File: config.mk
export PLATFORM = sky130hd
export DESIGN_NAME = arbitro_contador
export DESIGN_NICKNAME = d
export VERILOG_FILES = /design/src/rtl/arbitro_contador.sv
export SDC_FILE = /design/constraint.sdc
export NUM_CORES = 1
export LEC_CHECK = 0
export CORE_AREA = 2 2 79 81
export DETAILED_ROUTE_END_ITERATION = 10
export DIE_AREA = 0 0 81 83
export SYNTH_ARGS = -nofsm -noshare
export SYNTH_HDL_FRONTEND = slang
export SYNTH_SLANG_ARGS = --single-unit
File: constraint.sdc
create_clock -name clk -period 2.9 [get_ports clk]
set_input_delay 0.58 -clock clk [delete_from_list [all_inputs] [get_ports clk]]
set_output_delay 0.58 -clock clk [all_outputs]
set_load 0.02 [all_outputs]
File: src/rtl/arbitro_contador.sv
// Round-robin arbiter for 4 requesters sharing one push path, with a 6-bit push counter per channel.
// Grant/push and read responses are registered (1 cycle); no backpressure, requests are level-sensitive.
module arbitro_contador #(
  parameter int N_REQ = 4,
  parameter int CNT_W = 6,
  parameter int IDX_W = 2
) (
  input  logic             clk,
  input  logic             reset_L,
  input  logic             init,
  input  logic [N_REQ-1:0] req,
  output logic [N_REQ-1:0] grant,
  output logic             push,
  output logic [IDX_W-1:0] push_id,
  output logic             idle,
  input  logic             rd_req,
  input  logic [IDX_W-1:0] rd_idx,
  output logic             rd_valid,
  output logic [CNT_W-1:0] rd_cuenta
);

  typedef enum logic [1:0] {ST_INIT, ST_IDLE, ST_ACTIVE} state_t;

  state_t           state, state_nxt;
  logic [IDX_W-1:0] ptr, ptr_nxt;
  logic [IDX_W-1:0] win, scan;
  logic             win_vld;
  logic [CNT_W-1:0] cnt     [N_REQ];
  logic [CNT_W-1:0] cnt_nxt [N_REQ];
  logic [N_REQ-1:0] grant_nxt;
  logic [IDX_W-1:0] push_id_nxt;
  logic             rd_valid_nxt;
  logic [CNT_W-1:0] rd_cuenta_nxt;

  // Scan from the farthest offset down so the channel closest to ptr wins last.
  always_comb begin
    win     = ptr;
    win_vld = 1'b0;
    scan    = ptr;
    for (int k = N_REQ - 1; k >= 0; k--) begin
      scan = ptr + IDX_W'(k);
      if (req[scan]) begin
        win     = scan;
        win_vld = 1'b1;
      end
    end
  end

  always_comb begin
    state_nxt     = state;
    ptr_nxt       = ptr;
    grant_nxt     = '0;
    push_id_nxt   = push_id;
    cnt_nxt       = cnt;
    rd_valid_nxt  = 1'b0;
    rd_cuenta_nxt = rd_cuenta;
    if (init) begin
      state_nxt = ST_INIT;
      for (int i = 0; i < N_REQ; i++) cnt_nxt[i] = '0;
    end else begin
      // Read samples the pre-edge count, so a same-edge increment is not seen.
      if (rd_req && state != ST_INIT) begin
        rd_valid_nxt  = 1'b1;
        rd_cuenta_nxt = cnt[rd_idx];
      end
      case (state)
        ST_INIT: state_nxt = ST_IDLE;
        ST_IDLE, ST_ACTIVE: begin
          if (win_vld) begin
            state_nxt    = ST_ACTIVE;
            grant_nxt    = N_REQ'(1) << win;
            push_id_nxt  = win;
            cnt_nxt[win] = cnt[win] + 1'b1;
            ptr_nxt      = win + 1'b1;
          end else begin
            state_nxt = ST_IDLE;
          end
        end
        default: state_nxt = ST_INIT;
      endcase
    end
  end

  always_ff @(posedge clk or negedge reset_L) begin
    if (!reset_L) begin
      state     <= ST_INIT;
      ptr       <= '0;
      grant     <= '0;
      push      <= 1'b0;
      push_id   <= '0;
      rd_valid  <= 1'b0;
      rd_cuenta <= '0;
      for (int i = 0; i < N_REQ; i++) cnt[i] <= '0;
    end else begin
      state     <= state_nxt;
      ptr       <= ptr_nxt;
      grant     <= grant_nxt;
      push      <= |grant_nxt;
      push_id   <= push_id_nxt;
      rd_valid  <= rd_valid_nxt;
      rd_cuenta <= rd_cuenta_nxt;
      for (int i = 0; i < N_REQ; i++) cnt[i] <= cnt_nxt[i];
    end
  end

  assign idle = (state == ST_IDLE);

endmodule

==> results.sh <==
export IMPL_status="finished, final reports clean"
export IMPL_yosysTopAreaCell="dfrtp_1"
export IMPL_layout_min_cycle_time_ns=2.762
export IMPL_num_rows=28
export IMPL_fmax_ghz=0.3620
export IMPL_yosysTopAreaCellShare_pct=45.95
export IMPL_critical_path_top_delay_family="buffers and inverters"
export IMPL_hold_path_class="in -> async"
export IMPL_vias=1690
export IMPL_layout_commonest_cell="dfrtp_1"
export IMPL_layout_area_overhead_vs_synth_pct=26.37
export IMPL_clk_root_buffer_cell="clkbuf_8"
export IMPL_seq_area_sq_um=1051
export IMPL_grt_pass1_vias=1692
export IMPL_timing_final_crit_share_pct=95.25
export IMPL_finalClockSkew_ns=0.003704
export IMPL_drc=0
export IMPL_hpwl_mm=3.447
export IMPL_portBuffers=24
export IMPL_antenna_found_initial=0
export IMPL_synth_edff_count=0
export IMPL_drv_slew=0
export IMPL_dieArea_sq_um=6723
export IMPL_syn_nets=222
export IMPL_overflow=0
export IMPL_die_w_microns=81
export IMPL_fin_util_pct=49.70
export IMPL_slowest_delay_ns=0.46
export IMPL_synth_area_sq_um=2287
export IMPL_tightest_slew_ns=0.9099
export IMPL_ys_warn_count=0
export IMPL_path_buf_inv=4
export IMPL_io_pins=25
export IMPL_gp_congestion=0.8653
export IMPL_routed_wl_mm=4.889
export IMPL_crit_path_end_kind="flop"
export IMPL_rr_startpoint="ptr[1]"
export IMPL_worst_path_max_fanout=6
export IMPL_setup_viol=0
export IMPL_cap_viol_max_count=0
export IMPL_synth_area_leaders="dfrtp_1, mux4_2, a211oi_1"
export IMPL_mostFrequentLayoutCells="dfrtp_1, nor2_1, buf_4"
export IMPL_ir_drop_v=0.0002849
export IMPL_critPathLaunch="req[0]"
export IMPL_grt_use_total_pct=15.54
export IMPL_cts_max_path_buffers=2
export IMPL_grt_pass1_wl_mm=8.190
export IMPL_start_util_pct=39.33
export IMPL_synth_flop_cell="dfrtp_1"
export IMPL_cp_data_required_time_ns=3.07
export IMPL_cp_start_kind="input port"
export IMPL_cts_tree="yes"
export IMPL_vias_per_cell=5.216
export IMPL_antenna_cells=0
export IMPL_power_w=0.002681
export IMPL_crit_path_frequent_cell="inv_1"
export IMPL_timing_slew_headroom_pct=39.34
export IMPL_finalSetupTns_ns=0
export IMPL_power_density_nw_per_um2=927.6
export IMPL_dr_first_iter_drc_count=96
export IMPL_path_cells="clkdlybuf4s50_1 -> nor2b_1 -> o21a_1 -> nor2_4 -> buf_4 -> a21oi_2 -> a32o_2 -> inv_1 -> ha_1 -> inv_1 -> nor3_4 -> xor2_2 -> a211oi_1"
export IMPL_p_leak_nw=1.265
export IMPL_final_antenna_net_count=0
export IMPL_cp_slowest_cell="clkdlybuf4s50_1"
export IMPL_wl_per_cell_microns=15.09
export IMPL_multi_input_area_sq_um=1129
export IMPL_ys_ff_latch=42
export IMPL_drt_pass1_iter_count=4
export IMPL_n_fill_cell=542
export IMPL_syn_avg_cell_area_sq_um=11.21
export IMPL_cts_sinks=42
export IMPL_hold_viol_final=0
export IMPL_ctsHtreeMaxLevel=2
export IMPL_synth_cells=204
export IMPL_core_sq_um=5816
export IMPL_cts_buffers=5
export IMPL_fin_nets=266
export IMPL_die_height_microns=83
export IMPL_cp_arrival_ns=2.93
export IMPL_critPathKind="in -> reg"
export IMPL_clk_latency_ns=0.29
export IMPL_clkTransAtPathRegs_ns=0.08
export IMPL_grt_start_max_net_pins=43
export IMPL_synth_seq_area_share_pct=45.95
export IMPL_drive_gt1_share_pct=29.32
export IMPL_synth_cell_types=40
export IMPL_hold_buffers=0
export IMPL_async_flop_share_pct=100.0
==> power breakdown <==
group,total [W],switching (W),internal (W),leakage [nW]
sequential,0.000853,0.000115,0.000738,0.567
clock,0.000567,0.000199,0.000367,0.0714
combinational,0.00126,0.000650,0.000611,0.627
total,0.00268,0.000965,0.00172,1.27
==> per-stage QoR <==
step                      cells  cell area, sq um  worst slack [ns]  hold slack, ns
after CTS                   321              2825           0.01190          0.4530
after detailed placement    313              2683           -0.2762          0.4982
final                       324              2890            0.1379          0.4173
after floorplan             204              2287            0.2494          0.2844
after global routing        324              2890        -0.0005096          0.5056
after global placement      313              2683           -0.2123          0.4906
==> layout make-up <==
cell class	count	share of cell area (%)
multi-input cells	140	39.05
flip-flops and latches	42	36.36
repair buffers	50	15.15
well taps	75	3.247
clock buffers	6	2.857
clock inverters	2	2.078
inverters	9	1.255
==> synth_stat cells, drive strengths merged (4+ instances only) <==
cell and instances:
a211oi 16, a21oi 9, a311oi 4, a32o 4
and2 4, buf 7, clkbuf 5, dfrtp 42
ha 8, inv 9, mux2 9, mux2i 6
mux4 6, nand2 18, nor2 28, nor2b 8
nor3 4
==> state kept, by name (all words and copies together) (netlist names) <==
signal     count
rd_cuenta      6
cnt           24
ptr            2
push           1
grant          4
rd_valid       1
push_id        2
state          2
==> worst paths after layout <==
check,endpoint,slack (ns),cells past startpoint
setup reg to reg,cnt[10],0.47,12
min in group clk,rd_cuenta[4],0.51,1
hold / removal,push,0.42,1
max in group asynchronous,rd_cuenta[0],1.92,1
setup / recovery,cnt[10],0.14,13
hold reg to reg,rd_cuenta[4],0.51,1
==> per-layer routing <==
layer  share of wire [%]  GRT usage, %  vias to the layer above
met4                 1.6         5.855                        0
met1                  46         20.92                      839
met3                 3.1         1.957                        7
met2                  49         25.32                       34
li1                    -             -                      810
met5                   0             0                        -
==> logic make-up after synthesis <==
kind of cell | share of synthesized area [%]
multiplexers | 12.97
flip-flops | 45.95
AO/OA/AOI/OAI | 15.21
adder cells (fa/ha/maj) | 4.377
buffers and inverters | 6.127
XOR/XNOR | 1.149
AND/OR/NAND/NOR | 14.22
==> what timing repair did <==
item                                    4_1_cts  5_1_grt
gates resized for setup                       0       11
setup buffers                                 0        3
endpoints found under the setup margin        0       14
Note: power is estimated with default switching activity, not from simulation.
